`config.mk`:
```
export PLATFORM = sky130hd
export DESIGN_NAME = pc_sequencer_flat
export DESIGN_NICKNAME = d
export VERILOG_FILES = /design/src/rtl/cpu_types_pkg.sv /design/src/rtl/pc_sequencer_if.sv /design/src/rtl/pc_target_calc.sv /design/src/rtl/pc_sequencer.sv /design/src/flat_wrapper.sv
export SDC_FILE = /design/constraint.sdc
export NUM_CORES = 1
export LEC_CHECK = 0
export BUFFER_PORTS_ARGS = -buffer_cell sky130_fd_sc_hd__buf_2
export CORE_MARGIN = 5
export CORE_UTILIZATION = 48
export CTS_CLUSTER_SIZE = 24
export DETAILED_ROUTE_END_ITERATION = 10
export HOLD_SLACK_MARGIN = 0.1
export PLACE_DENSITY = 0.88
export SYNTH_ARGS = -nofsm -noshare
export SYNTH_HDL_FRONTEND = slang
export SYNTH_SLANG_ARGS = --single-unit
```
`constraint.sdc`:
```
create_clock -name CLK -period 3.5 [get_ports CLK]
set_input_delay 0.525 -clock CLK [delete_from_list [all_inputs] [get_ports CLK]]
set_output_delay 0.525 -clock CLK [all_outputs]
set_load 0.02 [all_outputs]
```
`src/rtl/cpu_types_pkg.sv`:
```
`default_nettype none
// ============================================================================
// Module      : cpu_types_pkg
// Description : Shared types for the MIPS fetch front end: PC-select codes,
//               sequencer state encoding, the sequential PC step and a branch
//               offset helper.
// Revision    : 1.0 - initial release
// ============================================================================
package cpu_types_pkg;

  localparam int WORD_BITS = 32;

  typedef logic [WORD_BITS-1:0] word_t;

  // Redirect source; PCS_NONE is treated as "no redirect"
  typedef enum logic [1:0] {
    PCS_NONE = 2'd0,
    PCS_BR   = 2'd1,
    PCS_J    = 2'd2,
    PCS_JR   = 2'd3
  } pcsel_t;

  // Next-PC sequencer states
  typedef enum logic [1:0] {
    ST_BOOT = 2'd0,
    ST_RUN  = 2'd1,
    ST_HALT = 2'd2
  } pcseq_state_t;

  localparam word_t PC_STEP = 32'd4;

  // Sign-extend a 16-bit branch offset and convert words to bytes
  function automatic word_t br_offset(input logic [15:0] imm);
    return {{14{imm[15]}}, imm, 2'b00};
  endfunction

endpackage
`default_nettype wire

```
`src/rtl/pc_sequencer_if.sv`:
```
`default_nettype none
// ============================================================================
// Module      : pc_sequencer_if
// Description : Bundle between the core datapath (master) and the next-PC
//               sequencer (slave). The fetch/stall counters only exist when
//               PC_SEQ_PERF_EN is defined.
// Revision    : 1.0 - initial release
// ============================================================================
interface pc_sequencer_if #(
  parameter int WORD_W = 32
) ();

  // Datapath to sequencer
  logic [WORD_W-1:0] pco;
  logic              ihit;
  logic              stall;
  logic              halt;
  logic              redir_valid;
  logic [1:0]        redir_sel;
  logic [WORD_W-1:0] br_base;
  logic [15:0]       imm16;
  logic [25:0]       jaddr26;
  logic [WORD_W-1:0] rs_data;

  // Sequencer to datapath
  logic              pc_wen;
  logic [WORD_W-1:0] pc_next;
  logic              imem_ren;
  logic              halted;
`ifdef PC_SEQ_PERF_EN
  logic [31:0]       fetch_cnt;
  logic [31:0]       stall_cnt;
`endif

  modport master (
    output pco, ihit, stall, halt, redir_valid, redir_sel,
           br_base, imm16, jaddr26, rs_data,
`ifdef PC_SEQ_PERF_EN
    input  fetch_cnt, stall_cnt,
`endif
    input  pc_wen, pc_next, imem_ren, halted
  );

  modport slave (
    input  pco, ihit, stall, halt, redir_valid, redir_sel,
           br_base, imm16, jaddr26, rs_data,
`ifdef PC_SEQ_PERF_EN
    output fetch_cnt, stall_cnt,
`endif
    output pc_wen, pc_next, imem_ren, halted
  );

endinterface
`default_nettype wire

```
`src/rtl/pc_target_calc.sv`:
```
`default_nettype none
// ============================================================================
// Module      : pc_target_calc
// Description : Combinational redirect target mux.
//               BR : br_base + sext(imm16)<<2 (wraps mod 2^32)
//               J  : {br_base[31:28], jaddr26, 2'b00}
//               JR : rs_data
// Revision    : 1.0 - initial release
// ============================================================================
module pc_target_calc
  import cpu_types_pkg::*;
(
  input  pcsel_t      sel_i,
  input  word_t       br_base_i,
  input  logic [15:0] imm16_i,
  input  logic [25:0] jaddr26_i,
  input  word_t       rs_data_i,
  output word_t       target_o
);

  // Select the target for the requested redirect kind
  always_comb begin
    target_o = br_base_i;
    case (sel_i)
      PCS_BR:  target_o = br_base_i + br_offset(imm16_i);
      PCS_J:   target_o = {br_base_i[31:28], jaddr26_i, 2'b00};
      PCS_JR:  target_o = rs_data_i;
      default: target_o = br_base_i;
    endcase
  end

endmodule
`default_nettype wire

```
`src/rtl/pc_sequencer.sv`:
```
`default_nettype none
// ============================================================================
// Module      : pc_sequencer
// Description : Next-PC controller. Chooses PC+4 / branch / jump / JR target,
//               gates PC writes on ihit and stall, buffers one redirect that
//               arrives while the PC is blocked, and freezes fetch on halt.
//               Optional fetch/stall counters: define PC_SEQ_PERF_EN.
// Revision    : 1.0 - initial release
// ============================================================================
module pc_sequencer
  import cpu_types_pkg::*;
#(
  parameter int                WORD_W  = 32,
  parameter logic [WORD_W-1:0] PC_INIT = 32'h0000_0000
) (
  input  logic          CLK,
  input  logic          RST,
  pc_sequencer_if.slave bus
);

  pcseq_state_t      state_q, state_d;
  pcseq_state_t      w_state;
  logic              pend_valid_q, pend_valid_d;
  logic [WORD_W-1:0] pend_target_q, pend_target_d;
  logic [WORD_W-1:0] last_next_q, last_next_d;

  pcsel_t            w_sel;
  word_t             w_target;
  logic              w_redir;
  logic              w_accept;
  logic              w_pc_wen;
  logic [WORD_W-1:0] w_pc_next;
  logic              w_imem_ren;
  logic              w_halted;

  assign w_sel    = pcsel_t'(bus.redir_sel);
  assign w_redir  = bus.redir_valid & (w_sel != PCS_NONE);
  assign w_accept = bus.ihit & ~bus.stall;

  // While RST is high the outputs already look like BOOT, so a reset
  // arriving mid-run never lets the PC be written in that cycle.
  assign w_state  = RST ? ST_BOOT : state_q;

  pc_target_calc u_target_calc (
    .sel_i     (w_sel),
    .br_base_i (bus.br_base),
    .imm16_i   (bus.imm16),
    .jaddr26_i (bus.jaddr26),
    .rs_data_i (bus.rs_data),
    .target_o  (w_target)
  );

  // State, pending-redirect and last-pc_next registers
  always_ff @(posedge CLK) begin
    if (RST) begin
      state_q       <= ST_BOOT;
      pend_valid_q  <= 1'b0;
      pend_target_q <= '0;
      last_next_q   <= PC_INIT;
    end else begin
      state_q       <= state_d;
      pend_valid_q  <= pend_valid_d;
      pend_target_q <= pend_target_d;
      last_next_q   <= last_next_d;
    end
  end

  // Next-state, pending-buffer update and output decode
  always_comb begin
    state_d       = state_q;
    pend_valid_d  = pend_valid_q;
    pend_target_d = pend_target_q;
    last_next_d   = last_next_q;
    w_pc_wen      = 1'b0;
    w_pc_next     = last_next_q;
    w_imem_ren    = 1'b0;
    w_halted      = 1'b0;

    case (w_state)
      ST_BOOT: begin
        w_pc_next     = PC_INIT;
        pend_valid_d  = 1'b0;
        pend_target_d = '0;
        last_next_d   = PC_INIT;
        state_d       = ST_RUN;
      end

      ST_RUN: begin
        w_imem_ren = 1'b1;
        w_pc_wen   = w_accept & ~bus.halt;

        // An older buffered redirect beats a live one; halt suppresses
        // any live redirect so the fall-through value is shown instead.
        if (pend_valid_q)
          w_pc_next = pend_target_q;
        else if (w_redir && !bus.halt)
          w_pc_next = w_target;
        else
          w_pc_next = bus.pco + PC_STEP;

        last_next_d = w_pc_next;

        // Pending buffer: halt flushes it, a PC write consumes it (and drops
        // any redirect in that same cycle), otherwise a blocked redirect is
        // captured only if the buffer is empty.
        if (bus.halt)
          pend_valid_d = 1'b0;
        else if (w_pc_wen)
          pend_valid_d = 1'b0;
        else if (w_redir && !pend_valid_q) begin
          pend_valid_d  = 1'b1;
          pend_target_d = w_target;
        end

        if (bus.halt && w_accept)
          state_d = ST_HALT;
      end

      ST_HALT: begin
        w_halted = 1'b1;
      end

      default: begin
        state_d = ST_BOOT;
      end
    endcase
  end

  assign bus.pc_wen   = w_pc_wen;
  assign bus.pc_next  = w_pc_next;
  assign bus.imem_ren = w_imem_ren;
  assign bus.halted   = w_halted;

`ifdef PC_SEQ_PERF_EN
  logic [31:0] fetch_cnt_q;
  logic [31:0] stall_cnt_q;
  logic        w_stall_cyc;

  assign w_stall_cyc = (w_state == ST_RUN) & ~w_pc_wen & ~bus.halt;

  // Saturating fetch and stall counters; both naturally freeze in HALT
  always_ff @(posedge CLK) begin
    if (RST) begin
      fetch_cnt_q <= '0;
      stall_cnt_q <= '0;
    end else begin
      if (w_pc_wen && (fetch_cnt_q != 32'hFFFF_FFFF))
        fetch_cnt_q <= fetch_cnt_q + 32'd1;
      if (w_stall_cyc && (stall_cnt_q != 32'hFFFF_FFFF))
        stall_cnt_q <= stall_cnt_q + 32'd1;
    end
  end

  assign bus.fetch_cnt = fetch_cnt_q;
  assign bus.stall_cnt = stall_cnt_q;
`endif

endmodule
`default_nettype wire

```
`src/flat_wrapper.sv`:
```
// flat-port wrapper written by rule: the top's interface ports become plain ports
module pc_sequencer_flat import cpu_types_pkg::*;
#(
  parameter int                WORD_W  = 32,
  parameter logic [WORD_W-1:0] PC_INIT = 32'h0000_0000
)
  (CLK, RST, bus_pco, bus_ihit, bus_stall, bus_halt, bus_redir_valid, bus_redir_sel, bus_br_base, bus_imm16, bus_jaddr26, bus_rs_data, bus_pc_wen, bus_pc_next, bus_imem_ren, bus_halted);
  pc_sequencer_if #(.WORD_W(WORD_W)) bus_i ();
  input  logic CLK;
  input  logic RST;
  input wire logic [$bits(bus_i.pco)-1:0] bus_pco;
  input wire logic [$bits(bus_i.ihit)-1:0] bus_ihit;
  input wire logic [$bits(bus_i.stall)-1:0] bus_stall;
  input wire logic [$bits(bus_i.halt)-1:0] bus_halt;
  input wire logic [$bits(bus_i.redir_valid)-1:0] bus_redir_valid;
  input wire logic [$bits(bus_i.redir_sel)-1:0] bus_redir_sel;
  input wire logic [$bits(bus_i.br_base)-1:0] bus_br_base;
  input wire logic [$bits(bus_i.imm16)-1:0] bus_imm16;
  input wire logic [$bits(bus_i.jaddr26)-1:0] bus_jaddr26;
  input wire logic [$bits(bus_i.rs_data)-1:0] bus_rs_data;
  output wire logic [$bits(bus_i.pc_wen)-1:0] bus_pc_wen;
  output wire logic [$bits(bus_i.pc_next)-1:0] bus_pc_next;
  output wire logic [$bits(bus_i.imem_ren)-1:0] bus_imem_ren;
  output wire logic [$bits(bus_i.halted)-1:0] bus_halted;
  assign bus_i.pco = bus_pco;
  assign bus_i.ihit = bus_ihit;
  assign bus_i.stall = bus_stall;
  assign bus_i.halt = bus_halt;
  assign bus_i.redir_valid = bus_redir_valid;
  assign bus_i.redir_sel = bus_redir_sel;
  assign bus_i.br_base = bus_br_base;
  assign bus_i.imm16 = bus_imm16;
  assign bus_i.jaddr26 = bus_jaddr26;
  assign bus_i.rs_data = bus_rs_data;
  assign bus_pc_wen = bus_i.pc_wen;
  assign bus_pc_next = bus_i.pc_next;
  assign bus_imem_ren = bus_i.imem_ren;
  assign bus_halted = bus_i.halted;
  pc_sequencer #(.WORD_W(WORD_W), .PC_INIT(PC_INIT)) u_core (.CLK(CLK), .RST(RST), .bus(bus_i));
endmodule
```
==> impl_results.md, run 1 <==
- Status: complete, but fails checks
- Violated checks: negative setup slack
- Leading cell types in the layout, fill and taps excluded: 154 x sky130_fd_sc_hd__buf_2, 115 x sky130_fd_sc_hd__nand2_1, 114 x sky130_fd_sc_hd__buf_4, 68 x sky130_fd_sc_hd__o21ai_0, 67 x sky130_fd_sc_hd__dfxtp_1
- Number of maximum-capacitance violations: 0
- Finished Layout Cells: between 1k and 1.5k
- R2r setup slk: 1.31 ns
- Reg-to-reg critical path endpoint: u_core.pend_target_q[7]$_SDFFE_PP0P_
- Mapped Area: between 5000 and 6000 sq um
- Floorplan die width: roughly 120 um
- Min cycle time layout: 3.80 ns
- Summed area of non-filler cells in the final layout: roughly 8700 sq um
- Grt ovf: 0
- Level count of the clock H-tree: 3
- Required time at the endpoint of the critical path: approximately 3.0 ns
- Number of nets in the synthesized netlist: ~950
- Core Area: approximately 12,000 sq um
- Overall via count from detail_route: 7,381
- Post-Synth Adder-Cell Area: 0.0666
- Placer's final routability congestion estimate: just over 0.9
- Boundary Pins: 181
- Diode insertion count for antenna repair: 0
- Post-synth cell types: 75
- Most common cell after layout, fill and taps aside: sky130_fd_sc_hd__buf_2
- Syn avg cell area: ~7.7 sq um
- Complex-gate fraction of the synthesized area: 0.323
- Unrepaired setup endpoints after global routing: yes
- Cell leakage power: approximately 3.8 nW
- Ratio of final minimum period to clock period: 1.09
- Number of cells on the worst reg-to-reg path: 7
- Effective utilization at floorplan: 0.492
- Number of clock sinks: 67
- Setup ws final: -0.301 ns
- Clock-pin slew on the worst setup and hold paths: about 0.050 ns
- Number of synthesized register bits: 67
- Post-DP Area: 7550 sq um
- PD cells: 331 nW/um^2
- Final net count: roughly 1.2k
- Number of max-slew violations in the final report: 0
- Largest clock skew in the final design: ~0.0062 ns
- Average wire per cell in the routed design: between 15 and 20 um
- Detailed-route vias per instance: around 6.1
- Parity-gate share of the synthesized area counting xor and xnor cells: 0.0723
- Depth of the worst hold-timing path: 2
- DRT iter0 DRCs: ~770
- Number of cells in the design after placement: around 1.2k
- Fraction of synthesized area in multiplexers: 0.0672
- Endpoint class of the critical path: output pin
- Arrival time worst endpoint: about 3.3 ns
- Vias in the first global route: ~6.9k
- Synthesized instance count: roughly 770
- Type of the worst setup path: input port to output pin
- First-pass GRT wire length: 34.3 mm
- Headroom to the max-slew limit: 0.552
- Number of warnings reported in the yosys synthesis log: 0
- Total of hold buffers inserted after clock tree synthesis: 0
- Total half-perimeter wirelength after legalization and detailed placement: between 15 and 20 mm
- Main combinational cell family by area after synthesis: compound AO/OA/AOI/OAI gates
- Max Fclk: around 0.26 GHz
- Crit path launch: bus_imm16[0]
- Placement row count: 40
- # fillers: roughly 880
- Clock insertion delay at the later pin of the skew report: between 0.3 and 0.4 ns
- Startpoint of the lowest-slack register-to-register path: u_core.state_q[1]$_SDFFE_PP0P_
- Seq/Total Area, Yosys: 0.226
- CTS tree: done
- Quantity of I/O buffers inserted on ports: 180
- Num CTS Buffers: 9
- Number of antenna violations at the first check in global routing: 0
- Final routed wirelength across all metal layers: around 23 mm
- Number of nets with antenna violations after routing: 0
- Area used by multi-input combinational logic: between 4000 and 5000 sq um
- Async set or reset register ratio after synthesis: 0
- Nature of the critical path startpoint: input port
- Proportion of layout cells with a drive suffix above 1: 0.398
- Worst Path Max Fanout: 3
- Worst-case clock buffer depth: 2
- Number of synthesized flops with an enable pin: 0
- Pin count of the biggest net entering global routing: 34
- Worst VDD drop: 245 uV
- GRT Overall Usage: 0.289
- Post-synthesis to final-layout area growth: 46.3%
- Basic-gate share of the synthesized area counting and, or, nand and nor cells: 0.202
- Final hold violation count: 0
- Pre-Repair DR Iteration Count: 5
- Detailed-route DRC error count: 0
- Sequential cell area: between 1000 and 1500 sq um
- Count of final setup violators: 14
- Least-Margin Pin Slew: ~0.67 ns
- Clock Root Buffer: sky130_fd_sc_hd__clkbuf_16
- Hold/Removal Path Class: input port to register
- Dominant register cell in the synthesized netlist: sky130_fd_sc_hd__dfxtp_1
- Endpoint of the most critical setup path: bus_pc_next[30]
- Die area: roughly 15,000 sq um
- Die boundary height: around 120 um
## routing by layer
metal / track usage / share of wire
met2: 0.472 / 0.47
met4: 0.116 / 0.032
met3: 0.0527 / 0.097
met1: 0.376 / 0.40
met5: 0 / 0
## what timing repair did
item	in CTS	in global routing
pin swaps	49	53
buffers inserted	12	9
setup endpoints to repair	22	22
gates resized for setup	83	67
## worst min-delay path by stage
stage,from,endpoint,slack (ns)
CTS,RST,u_core.state_q[0]$_SDFFE_PP0P_,0.41
finish,RST,u_core.state_q[0]$_SDFFE_PP0P_,0.42
floorplan,u_core.last_next_q[17]$_SDFF_PP0_,u_core.last_next_q[17]$_SDFF_PP0_,0.41
global route,RST,u_core.pend_valid_q$_SDFFE_PP0P_,0.44
global placement,u_core.last_next_q[17]$_SDFF_PP0_,u_core.last_next_q[17]$_SDFF_PP0_,0.42
detailed placement,u_core.last_next_q[17]$_SDFF_PP0_,u_core.last_next_q[17]$_SDFF_PP0_,0.43
## registers in the layout, indices dropped and copies added (netlist names)
register / cells
u_core.last_next_q: 32
u_core.pend_target_q: 32
u_core.state_q: 2
u_core.pend_valid_q: 1
## synthesized netlist by cell type (5+ instances only)
cell / instances / area share
sky130_fd_sc_hd__o21ai_2: 5 / 0.0074
sky130_fd_sc_hd__a211oi_1: 19 / 0.024
sky130_fd_sc_hd__xnor2_1: 33 / 0.049
sky130_fd_sc_hd__and3_1: 6 / 0.0063
sky130_fd_sc_hd__nand2_1: 116 / 0.073
sky130_fd_sc_hd__nor3_1: 15 / 0.013
sky130_fd_sc_hd__clkbuf_1: 28 / 0.018
sky130_fd_sc_hd__inv_1: 13 / 0.0082
sky130_fd_sc_hd__ha_1: 30 / 0.063
sky130_fd_sc_hd__o211ai_1: 10 / 0.013
sky130_fd_sc_hd__nand3_1: 29 / 0.024
sky130_fd_sc_hd__a21oi_1: 61 / 0.051
sky130_fd_sc_hd__a221o_1: 7 / 0.012
sky130_fd_sc_hd__mux4_2: 10 / 0.038
sky130_fd_sc_hd__o221ai_1: 5 / 0.0074
sky130_fd_sc_hd__mux2i_1: 14 / 0.024
sky130_fd_sc_hd__dfxtp_1: 67 / 0.23
sky130_fd_sc_hd__nor2b_1: 7 / 0.0074
sky130_fd_sc_hd__nor4_1: 5 / 0.0053
sky130_fd_sc_hd__xor2_1: 16 / 0.024
sky130_fd_sc_hd__o21a_1: 5 / 0.0063
sky130_fd_sc_hd__a21o_1: 15 / 0.019
sky130_fd_sc_hd__o21ai_1: 7 / 0.0059
sky130_fd_sc_hd__o31ai_1: 5 / 0.0063
sky130_fd_sc_hd__nand4_1: 8 / 0.0084
sky130_fd_sc_hd__a22o_1: 13 / 0.019
sky130_fd_sc_hd__a22oi_1: 8 / 0.010
sky130_fd_sc_hd__nor2_1: 61 / 0.039
sky130_fd_sc_hd__o21ai_0: 80 / 0.067
sky130_fd_sc_hd__clkbuf_8: 5 / 0.012
## stage by stage
| step | hold WS (ns) | TNS (ns) | setup WS (ns) | utilization | power [mW] |
|---|---|---|---|---|---|
| 4_1_cts | 0.415 | -2.44 | -0.393 | 0.690 | 2.76 |
| 5_1_grt | 0.438 | -3.70 | -0.418 | 0.720 | 2.98 |
| 6_report | 0.424 | -2.11 | -0.301 | 0.720 | 2.87 |
| 3_5_place_dp | 0.426 | -5.45 | -0.510 | 0.626 | 1.79 |
| 2_1_floorplan | 0.410 | -0.0528 | -0.0528 | - | 1.41 |
| 3_3_place_gp | 0.418 | -4.07 | -0.416 | 0.626 | 1.77 |
## worst max-delay path: stages
cell	delay, ns
sky130_fd_sc_hd__buf_8	0.07
sky130_fd_sc_hd__ha_4	0.15
sky130_fd_sc_hd__inv_4	0.03
sky130_fd_sc_hd__fa_2	0.34
sky130_fd_sc_hd__and2b_1	0.25
sky130_fd_sc_hd__o2111ai_2	0.14
sky130_fd_sc_hd__a2111oi_2	0.32
sky130_fd_sc_hd__buf_4	0.19
sky130_fd_sc_hd__nor2_4	0.05
sky130_fd_sc_hd__o31ai_4	0.27
sky130_fd_sc_hd__buf_4	0.18
sky130_fd_sc_hd__mux2i_2	0.20
sky130_fd_sc_hd__a31oi_2	0.15
sky130_fd_sc_hd__o21ai_2	0.17
sky130_fd_sc_hd__nand2_1	0.09
sky130_fd_sc_hd__buf_6	0.13
## final cells by class
| cell class | count | area share |
|---|---|---|
| clock buffer | 14 | 0.0292 |
| clock inverter | 2 | 0.00403 |
| inverter | 15 | 0.00677 |
| multi-input combinational | 655 | 0.563 |
| sequential | 67 | 0.154 |
| tap | 168 | 0.0242 |
| timing repair buffer | 292 | 0.219 |
## report_power, final
group          total (mW)  internal, mW  switching (mW)
Clock               0.893         0.570           0.323
Sequential          0.834         0.812          0.0226
Combinational        1.15         0.526           0.621
Total                2.87          1.91           0.966
## kinds of logic (layout without fill, tap and decap cells)
kind of cell,Yosys count,count (layout)
simple gates,266,266
mux,27,27
flops,67,67
buf+inv,52,323
fa+ha+maj,31,31
compound gates,282,282
xor+xnor,49,49
No activity file was read; power rests on OpenSTA's default activity.
==> inputs of run 2 (changes only) <==
--- a/config.mk
+++ b/config.mk
@@ -5,9 +5,10 @@
 export SDC_FILE = /design/constraint.sdc
 export NUM_CORES = 1
 export LEC_CHECK = 0
+export ABC_AREA = 1
 export BUFFER_PORTS_ARGS = -buffer_cell sky130_fd_sc_hd__buf_2
 export CORE_MARGIN = 5
-export CORE_UTILIZATION = 48
+export CORE_UTILIZATION = 49
 export CTS_CLUSTER_SIZE = 24
 export DETAILED_ROUTE_END_ITERATION = 10
 export HOLD_SLACK_MARGIN = 0.1
==> impl_results.md, run 2 <==
- Met3 Resource Use GR: 0.0374
- Syn avg cell area: ~5.6 sq um
- Most frequent cell on the critical path: sky130_fd_sc_hd__nand2_1
- Met1 layer usage reported by global route: 0.377
- Clock Root Buffer: sky130_fd_sc_hd__clkbuf_16
- Detailed-route DRC error count: 0
- Met2 track demand over resource in global routing: 0.484
- Headroom to the max-slew limit: 0.630
- Least-Margin Pin Slew: 0.555 ns
- Die boundary height: between 100 and 150 um
- Seq/Total Area, Yosys: 0.201
- Largest registers: u_core.last_next_q x32, u_core.pend_target_q x32, u_core.state_q x2
- Detailed-route vias per instance: about 5.4
- Worst-case clock buffer depth: 2
- Number of cells on the worst reg-to-reg path: 9
- Number of synthesized flops with an enable pin: 0
- Cell leakage power: roughly 4.5 nW
- Final routed wirelength across all metal layers: 24.0 mm
- Worst Path Max Fanout: 15
- Min cycle time layout: between 3 and 4 ns
- Area used by multi-input combinational logic: 4520 sq um
- Count of final setup violators: 0
- Number of antenna violations at the first check in global routing: 0
- Boundary Pins: roughly 180
- Number of warnings reported in the yosys synthesis log: 0
- Leading cell types in the layout, fill and taps excluded: 453 x sky130_fd_sc_hd__nand2_1, 180 x sky130_fd_sc_hd__buf_2, 176 x sky130_fd_sc_hd__inv_1, 69 x sky130_fd_sc_hd__o21ai_0, 67 x sky130_fd_sc_hd__dfxtp_1
- # fillers: about 1.3k
- Number of nets in the synthesized netlist: 1,362
- Max Fclk: approximately 0.3 GHz
- Placer's final routability congestion estimate: between 0.9 and 1
- Pin count of the biggest net entering global routing: 36
- Worst VDD drop: 232 uV
- Critical-path cell list: buf_2 > ha_2 > a21oi_1 > nand2_1 > nand2_1 > nand2_1 > a21oi_1 > nand3_1 > nand3_1 > nand2_1 > nand2_1 > nand2_1 > nand2_1 > nand2_1 > buf_2
- Internal power summed over all cells: 1.70 mW
- Proportion of layout cells with a drive suffix above 1: 0.188
- Register share of total power: 0.317
- Number of max-slew violations in the final report: 0
- Clock-pin slew on the worst setup and hold paths: 0.05 ns
- Net load switching power: about 940 uW
- Startpoint of the worst hold path: RST
- First-pass GRT wire length: about 37 mm
- Total half-perimeter wirelength after legalization and detailed placement: between 15 and 20 mm
- Number of cells in the design after placement: about 1.5k
- Grt ovf: 0
- Most common cell after layout, fill and taps aside: sky130_fd_sc_hd__nand2_1
- Number of nets with antenna violations after routing: 0
- Clock insertion delay at the later pin of the skew report: approximately 0.33 ns
- Pre-Repair DR Iteration Count: 6
- Largest cells by area after synthesis: sky130_fd_sc_hd__nand2_1 26%, sky130_fd_sc_hd__dfxtp_1 20%, sky130_fd_sc_hd__inv_1 9.9%, sky130_fd_sc_hd__ha_1 5.6%, sky130_fd_sc_hd__o21ai_0 5.3%
- Level count of the clock H-tree: 3
- Number of clock sinks: 67
- Die area: between 15,000 and 20,000 sq um
- Diode insertion count for antenna repair: 0
- Unrepaired setup endpoints after global routing: no
- Sequential cell area: roughly 1300 sq um
- Hold WS: between 0.4 and 0.5 ns
- Cell type of the slowest stage on the worst timing path: sky130_fd_sc_hd__ha_2
- Async set or reset register ratio after synthesis: 0
- Post-synth cell types: 40
- Most common cell in the synthesized netlist: sky130_fd_sc_hd__nand2_1
- Delay-heaviest family, CP: simple AND/OR/NAND/NOR gates
- Vias in the first global route: 7,709
- Setup ws final: between 0.15 and 0.2 ns
- Type of the worst setup path: input port to output pin
- Num CTS Buffers: 9
- Arrival time worst endpoint: between 2 and 3 ns
- Final hold violation count: 0
- Largest clock skew in the final design: about 0.0046 ns
- Final net count: about 1.5k
- Quantity of I/O buffers inserted on ports: 180
- Number of maximum-capacitance violations: 0
- Number of synthesized register bits: 67
- GRT Overall Usage: 0.287
- Worst slack after detailed placement: ~0.18 ns
- Core Area: ~13,000 sq um
- List of most frequent post-synthesis cells: 453 x sky130_fd_sc_hd__nand2_1, 176 x sky130_fd_sc_hd__inv_1, 70 x sky130_fd_sc_hd__o21ai_0, 67 x sky130_fd_sc_hd__dfxtp_1, 66 x sky130_fd_sc_hd__nand3_1
- Sw frac: 0.356
- Nature of the critical path startpoint: input port
- R2r setup slk: 1.32 ns
- CTS tree: done
- Total of hold buffers inserted after clock tree synthesis: 0
- Overall via count from detail_route: 8,270
- Terminating pin of the worst hold path: u_core.pend_valid_q$_SDFFE_PP0P_
- Effective utilization at floorplan: 0.501
- Startpoint of the lowest-slack register-to-register path: u_core.state_q[0]$_SDFFE_PP0P_
- Portion of total power attributed to the clock network: 0.345
- Floorplan die width: approximately 130 um
- Fraction of the core area covered by cells at the end of the flow: 0.608
- Synthesized instance count: ~1.2k
- Mapped Area: 6670 sq um
- Endpoint class of the critical path: output pin
- Required time at the endpoint of the critical path: 2.97 ns
- Ratio of final minimum period to clock period: 0.953
- PD cells: approximately 330 nW/um^2
- Relative contribution of combinational cells to total power: 0.338
- Reg-to-reg critical path endpoint: u_core.pend_target_q[23]$_SDFFE_PP0P_
- CP Buf/Inv Count: 2
- Depth of the worst hold-timing path: 2
- Status: finished, final reports clean
- Hold/Removal Path Class: input port to register
- Final total negative setup slack: 0 ns
- Library cell occupying the most area in the post-synthesis netlist: sky130_fd_sc_hd__nand2_1
- Placement row count: between 40 and 50
- Post-synth top area share: 0.255
- DRT iter0 DRCs: about 770
- Most utilized layer in the global route result: met2
- Worst path max stage delay: roughly 0.38 ns
- Average wire per cell in the routed design: between 15 and 20 um
- Post-synthesis to final-layout area growth: 21.3%
- Dominant register cell in the synthesized netlist: sky130_fd_sc_hd__dfxtp_1
- Finished Layout Cells: roughly 1.5k
[run 2: cell count changes in the layout (fill, tap and decap cells not counted), sizes merged, moves of 14 or more]
cell,previous run,this run
nand2,116,455
xnor2,33,5
or2,1,18
nand3,29,66
o22ai,4,32
inv,13,180
a211oi,21,2
a21o,16,1
o21ai,92,70
buf,291,197
mux2i,14,0
[run 2: cell families after synthesis]
family          Yosys count  share of synthesized area
xor+xnor                 27                     0.0355
compound gates          192                      0.176
simple gates            655                      0.405
fa+ha+maj                31                     0.0593
flops                    67                      0.201
buf+inv                 213                      0.123
[run 2: repair_timing]
item	4_1_cts	5_1_grt
setup buffers	0	0
endpoints found under the hold margin	0	0
setup endpoints to repair	0	6
gates resized for setup	0	5
[run 2: power groups by stage]
stage / Clock (mW) / Sequential (mW) / Combinational (mW)
2_1_floorplan: 0 / 0.845 / 0.565
3_3_place_gp: 0 / 0.847 / 0.853
3_5_place_dp: 0 / 0.849 / 0.863
4_1_cts: 0.918 / 0.833 / 0.871
5_1_grt: 0.952 / 0.837 / 0.987
6_report: 0.909 / 0.834 / 0.890
[run 2: worst max path at each step]
stage,start,to,cells past startpoint,slack [ns]
finish,bus_imm16[15],bus_pc_next[31],15,0.16
global placement,bus_br_base[2],bus_pc_next[14],17,0.20
global route,bus_br_base[2],bus_pc_next[18],19,0.01
detailed placement,bus_imm16[0],bus_pc_next[14],17,0.18
CTS,bus_imm16[0],bus_pc_next[14],17,0.16
floorplan,bus_imm16[0],bus_pc_next[22],16,0.77
[run 2: final cells by class]
type / instances / share of cell area
inverter: 179 / 0.0831
sequential: 67 / 0.166
clock buffer: 10 / 0.0296
timing repair buffer: 197 / 0.127
tap: 176 / 0.0272
multi-input combinational: 905 / 0.559
clock inverter: 6 / 0.00789
[run 2: per-stage QoR]
stage	area [sq um]	power, mW
6_report	8090	2.63
3_5_place_dp	7770	1.71
2_1_floorplan	6670	1.41
3_3_place_gp	7770	1.70
5_1_grt	8090	2.78
4_1_cts	8070	2.62
[run 2: layer usage]
metal	wire [um]	up-vias
li1	-	4151
met1	10200	3705
met2	11200	366
met3	1930	48
met4	668	0
met5	0	-
[run 2: worst reg2reg max path: stages, from the launching register on]
cell,delay (ns)
sky130_fd_sc_hd__dfxtp_1,0.36
sky130_fd_sc_hd__inv_1,0.07
sky130_fd_sc_hd__nor2_1,0.25
sky130_fd_sc_hd__nand2_2,0.10
sky130_fd_sc_hd__buf_4,0.21
sky130_fd_sc_hd__nor3_1,0.36
sky130_fd_sc_hd__a211oi_4,0.06
sky130_fd_sc_hd__nand2_1,0.09
sky130_fd_sc_hd__buf_4,0.35
sky130_fd_sc_hd__o22ai_1,0.18
==> inputs of run 3 (changes only) <==
--- a/config.mk
+++ b/config.mk
@@ -8,11 +8,13 @@
 export ABC_AREA = 1
 export BUFFER_PORTS_ARGS = -buffer_cell sky130_fd_sc_hd__buf_2
 export CORE_MARGIN = 5
-export CORE_UTILIZATION = 49
+export CORE_UTILIZATION = 50
+export CTS_BUF_LIST = sky130_fd_sc_hd__clkbuf_8
 export CTS_CLUSTER_SIZE = 24
 export DETAILED_ROUTE_END_ITERATION = 10
 export HOLD_SLACK_MARGIN = 0.1
-export PLACE_DENSITY = 0.88
+export PLACE_DENSITY = 0.9
+export REMOVE_ABC_BUFFERS = 1
 export SYNTH_ARGS = -nofsm -noshare
 export SYNTH_HDL_FRONTEND = slang
 export SYNTH_SLANG_ARGS = --single-unit
==> impl_results.md, run 3 (synthesis results as in run 2) <==
- Total of hold buffers inserted after clock tree synthesis: 0
- Largest registers: u_core.last_next_q x32, u_core.pend_target_q x32, u_core.state_q x2
- Leading cell types in the layout, fill and taps excluded: 452 x sky130_fd_sc_hd__nand2_1, 179 x sky130_fd_sc_hd__buf_2, 178 x sky130_fd_sc_hd__inv_1, 69 x sky130_fd_sc_hd__o21ai_0, 67 x sky130_fd_sc_hd__dfxtp_1
- Final hold violation count: 0
- Detailed-route vias per instance: approximately 5.4
- Number of cells in the design after placement: ~1.5k
- Finished Layout Cells: approximately 1.6k
- Headroom to the max-slew limit: 0.551
- Total power after layout: between 2 and 2.5 mW
- Average wire per cell in the routed design: around 16 um
- Sw frac: 0.395
- Type of the worst setup path: input port to output pin
- Min cycle time layout: about 3.3 ns
- Num CTS Buffers: 9
- Required time at the endpoint of the critical path: 2.97 ns
- Hold/Removal Path Class: input port to register
- Number of nets with antenna violations after routing: 0
- Clock Root Buffer: sky130_fd_sc_hd__clkbuf_8
- Number of clock sinks: between 60 and 70
- DRT iter0 DRCs: 788
- Worst slack after detailed placement: between 0.03 and 0.04 ns
- Startpoint of the worst hold path: RST
- Worst Path Max Fanout: 5
- PD cells: 285 nW/um^2
- Overall via count from detail_route: approximately 8.3k
- Max Fclk: ~0.30 GHz
- Level count of the clock H-tree: 3
- Least-Margin Pin Slew: 0.666 ns
- Detailed-route DRC error count: 0
- CTS tree: done
- Number of max-slew violations in the final report: 0
- Largest clock skew in the final design: about 0.0066 ns
- Endpoint class of the critical path: output pin
- Fraction of the core area covered by cells at the end of the flow: 0.612
- Count of final setup violators: 0
- Clock insertion delay at the later pin of the skew report: 0.35 ns
- First-pass GRT wire length: approximately 39 mm
- Startpoint of the lowest-slack register-to-register path: u_core.state_q[0]$_SDFFE_PP0P_
- Proportion of layout cells with a drive suffix above 1: 0.194
- Die area: between 15,000 and 20,000 sq um
- Number of maximum-capacitance violations: 0
- GRT Overall Usage: 0.308
- Boundary Pins: 181
- Hold WS: around 0.41 ns
- Worst-case clock buffer depth: 2
- Most common cell after layout, fill and taps aside: sky130_fd_sc_hd__nand2_1
- Worst path max stage delay: ~0.35 ns
- Nature of the critical path startpoint: input port
- Portion of total power attributed to the clock network: 0.236
- Final routed wirelength across all metal layers: 25.1 mm
- Total half-perimeter wirelength after legalization and detailed placement: between 20 and 25 mm
- Effective utilization at floorplan: 0.507
- Arrival time worst endpoint: 2.82 ns
- Pin count of the biggest net entering global routing: 35
- Clock-pin slew on the worst setup and hold paths: about 0.07 ns
- Worst VDD drop: around 140 uV
- Vias in the first global route: 7,783
- Post-DP Area: roughly 8000 sq um
- Core Area: approximately 13,000 sq um
- Post-synthesis to final-layout area growth: 20.6%
- Critical-path cell list: buf_2 > ha_1 > nand2_1 > nor2_1 > nand2_1 > nand3_1 > a21oi_1 > o21ai_0 > o21ai_0 > o21ai_0 > nand2_1 > nand2_1 > nand2_1 > buf_2
- Grt ovf: 0
- Placer's final routability congestion estimate: a little under 1
- Number of antenna violations at the first check in global routing: 0
- Ratio of final minimum period to clock period: 0.957
- Unrepaired setup endpoints after global routing: no
- # fillers: between 1k and 1.5k
- Cell type of the slowest stage on the worst timing path: sky130_fd_sc_hd__ha_1
- Floorplan die width: ~130 um
- Sequential cell area: around 1300 sq um
- Delay-heaviest family, CP: simple AND/OR/NAND/NOR gates
- Diode insertion count for antenna repair: 0
- Cell leakage power: roughly 4.5 nW
- Placement row count: 42
- Relative contribution of combinational cells to total power: 0.400
- Area used by multi-input combinational logic: around 4500 sq um
- Status: finished, final reports clean
- Final net count: roughly 1.5k
- Summed area of non-filler cells in the final layout: a little over 8000 sq um
- Internal power summed over all cells: approximately 1.4 mW
- Crit path launch: bus_br_base[10]
- Setup ws final: approximately 0.15 ns
- Final total negative setup slack: 0 ns
- Most frequent cell on the critical path: sky130_fd_sc_hd__nand2_1
- Die boundary height: about 130 um
- Quantity of I/O buffers inserted on ports: 180
- Pre-Repair DR Iteration Count: 6
- Net load switching power: just over 900 uW
- CP Buf/Inv Count: 2
- Register share of total power: 0.364
==> run 3: per-layer routing <==
layer | wire, um | part of all wire | vias up | GRT usage
met5 | 0 | 0 | - | 0
met4 | 622 | 0.025 | 0 | 0.0912
met3 | 1760 | 0.070 | 44 | 0.0371
met2 | 11400 | 0.46 | 355 | 0.508
met1 | 11200 | 0.45 | 3746 | 0.423
li1 | - | - | 4165 | -
==> run 3: path summary, 6_finish.rpt <==
check	endpoint	slack, ns	cells past startpoint
worst max register to register	u_core.pend_target_q[16]$_SDFFE_PP0P_	1.34	9
worst min register to register	u_core.last_next_q[28]$_SDFF_PP0_	0.45	2
worst max-delay path	bus_pc_next[13]	0.15	14
worst min-delay path	u_core.pend_valid_q$_SDFFE_PP0P_	0.41	2
==> run 3: what timing repair did <==
item | in CTS | in global routing
endpoints found under the setup margin | 0 | 11
resized for setup | 0 | 7
endpoints found under the hold margin | 0 | 0
setup buffers | 0 | 0
==> run 3: final cells by class <==
| cell class | count | share of cell area |
|---|---|---|
| inverters | 179 | 0.0836 |
| clock buffers | 9 | 0.0154 |
| well taps | 176 | 0.0274 |
| clock inverters | 7 | 0.00467 |
| repair buffers | 209 | 0.139 |
| flip-flops and latches | 67 | 0.167 |
| multi-input cells | 905 | 0.563 |
==> run 3: worst register-to-register path, stage by stage (launching register included) <==
cell and delay [ns]:
sky130_fd_sc_hd__dfxtp_1 0.37, sky130_fd_sc_hd__inv_1 0.07, sky130_fd_sc_hd__nor2_1 0.24, sky130_fd_sc_hd__nand2_2 0.09, sky130_fd_sc_hd__buf_4 0.21, sky130_fd_sc_hd__nor3_1 0.38, sky130_fd_sc_hd__a211oi_4 0.07, sky130_fd_sc_hd__nand2_1 0.08
sky130_fd_sc_hd__buf_4 0.34, sky130_fd_sc_hd__o22ai_1 0.18
==> run 3: power by group through the flow <==
stage          logic, mW  clock network (mW)  registers [mW]
5_1_grt             1.01               0.585           0.838
3_5_place_dp       0.891                   0           0.849
6_report           0.915               0.541           0.833
4_1_cts            0.896               0.548           0.832
3_3_place_gp       0.886                   0           0.847
2_1_floorplan      0.547                   0           0.846
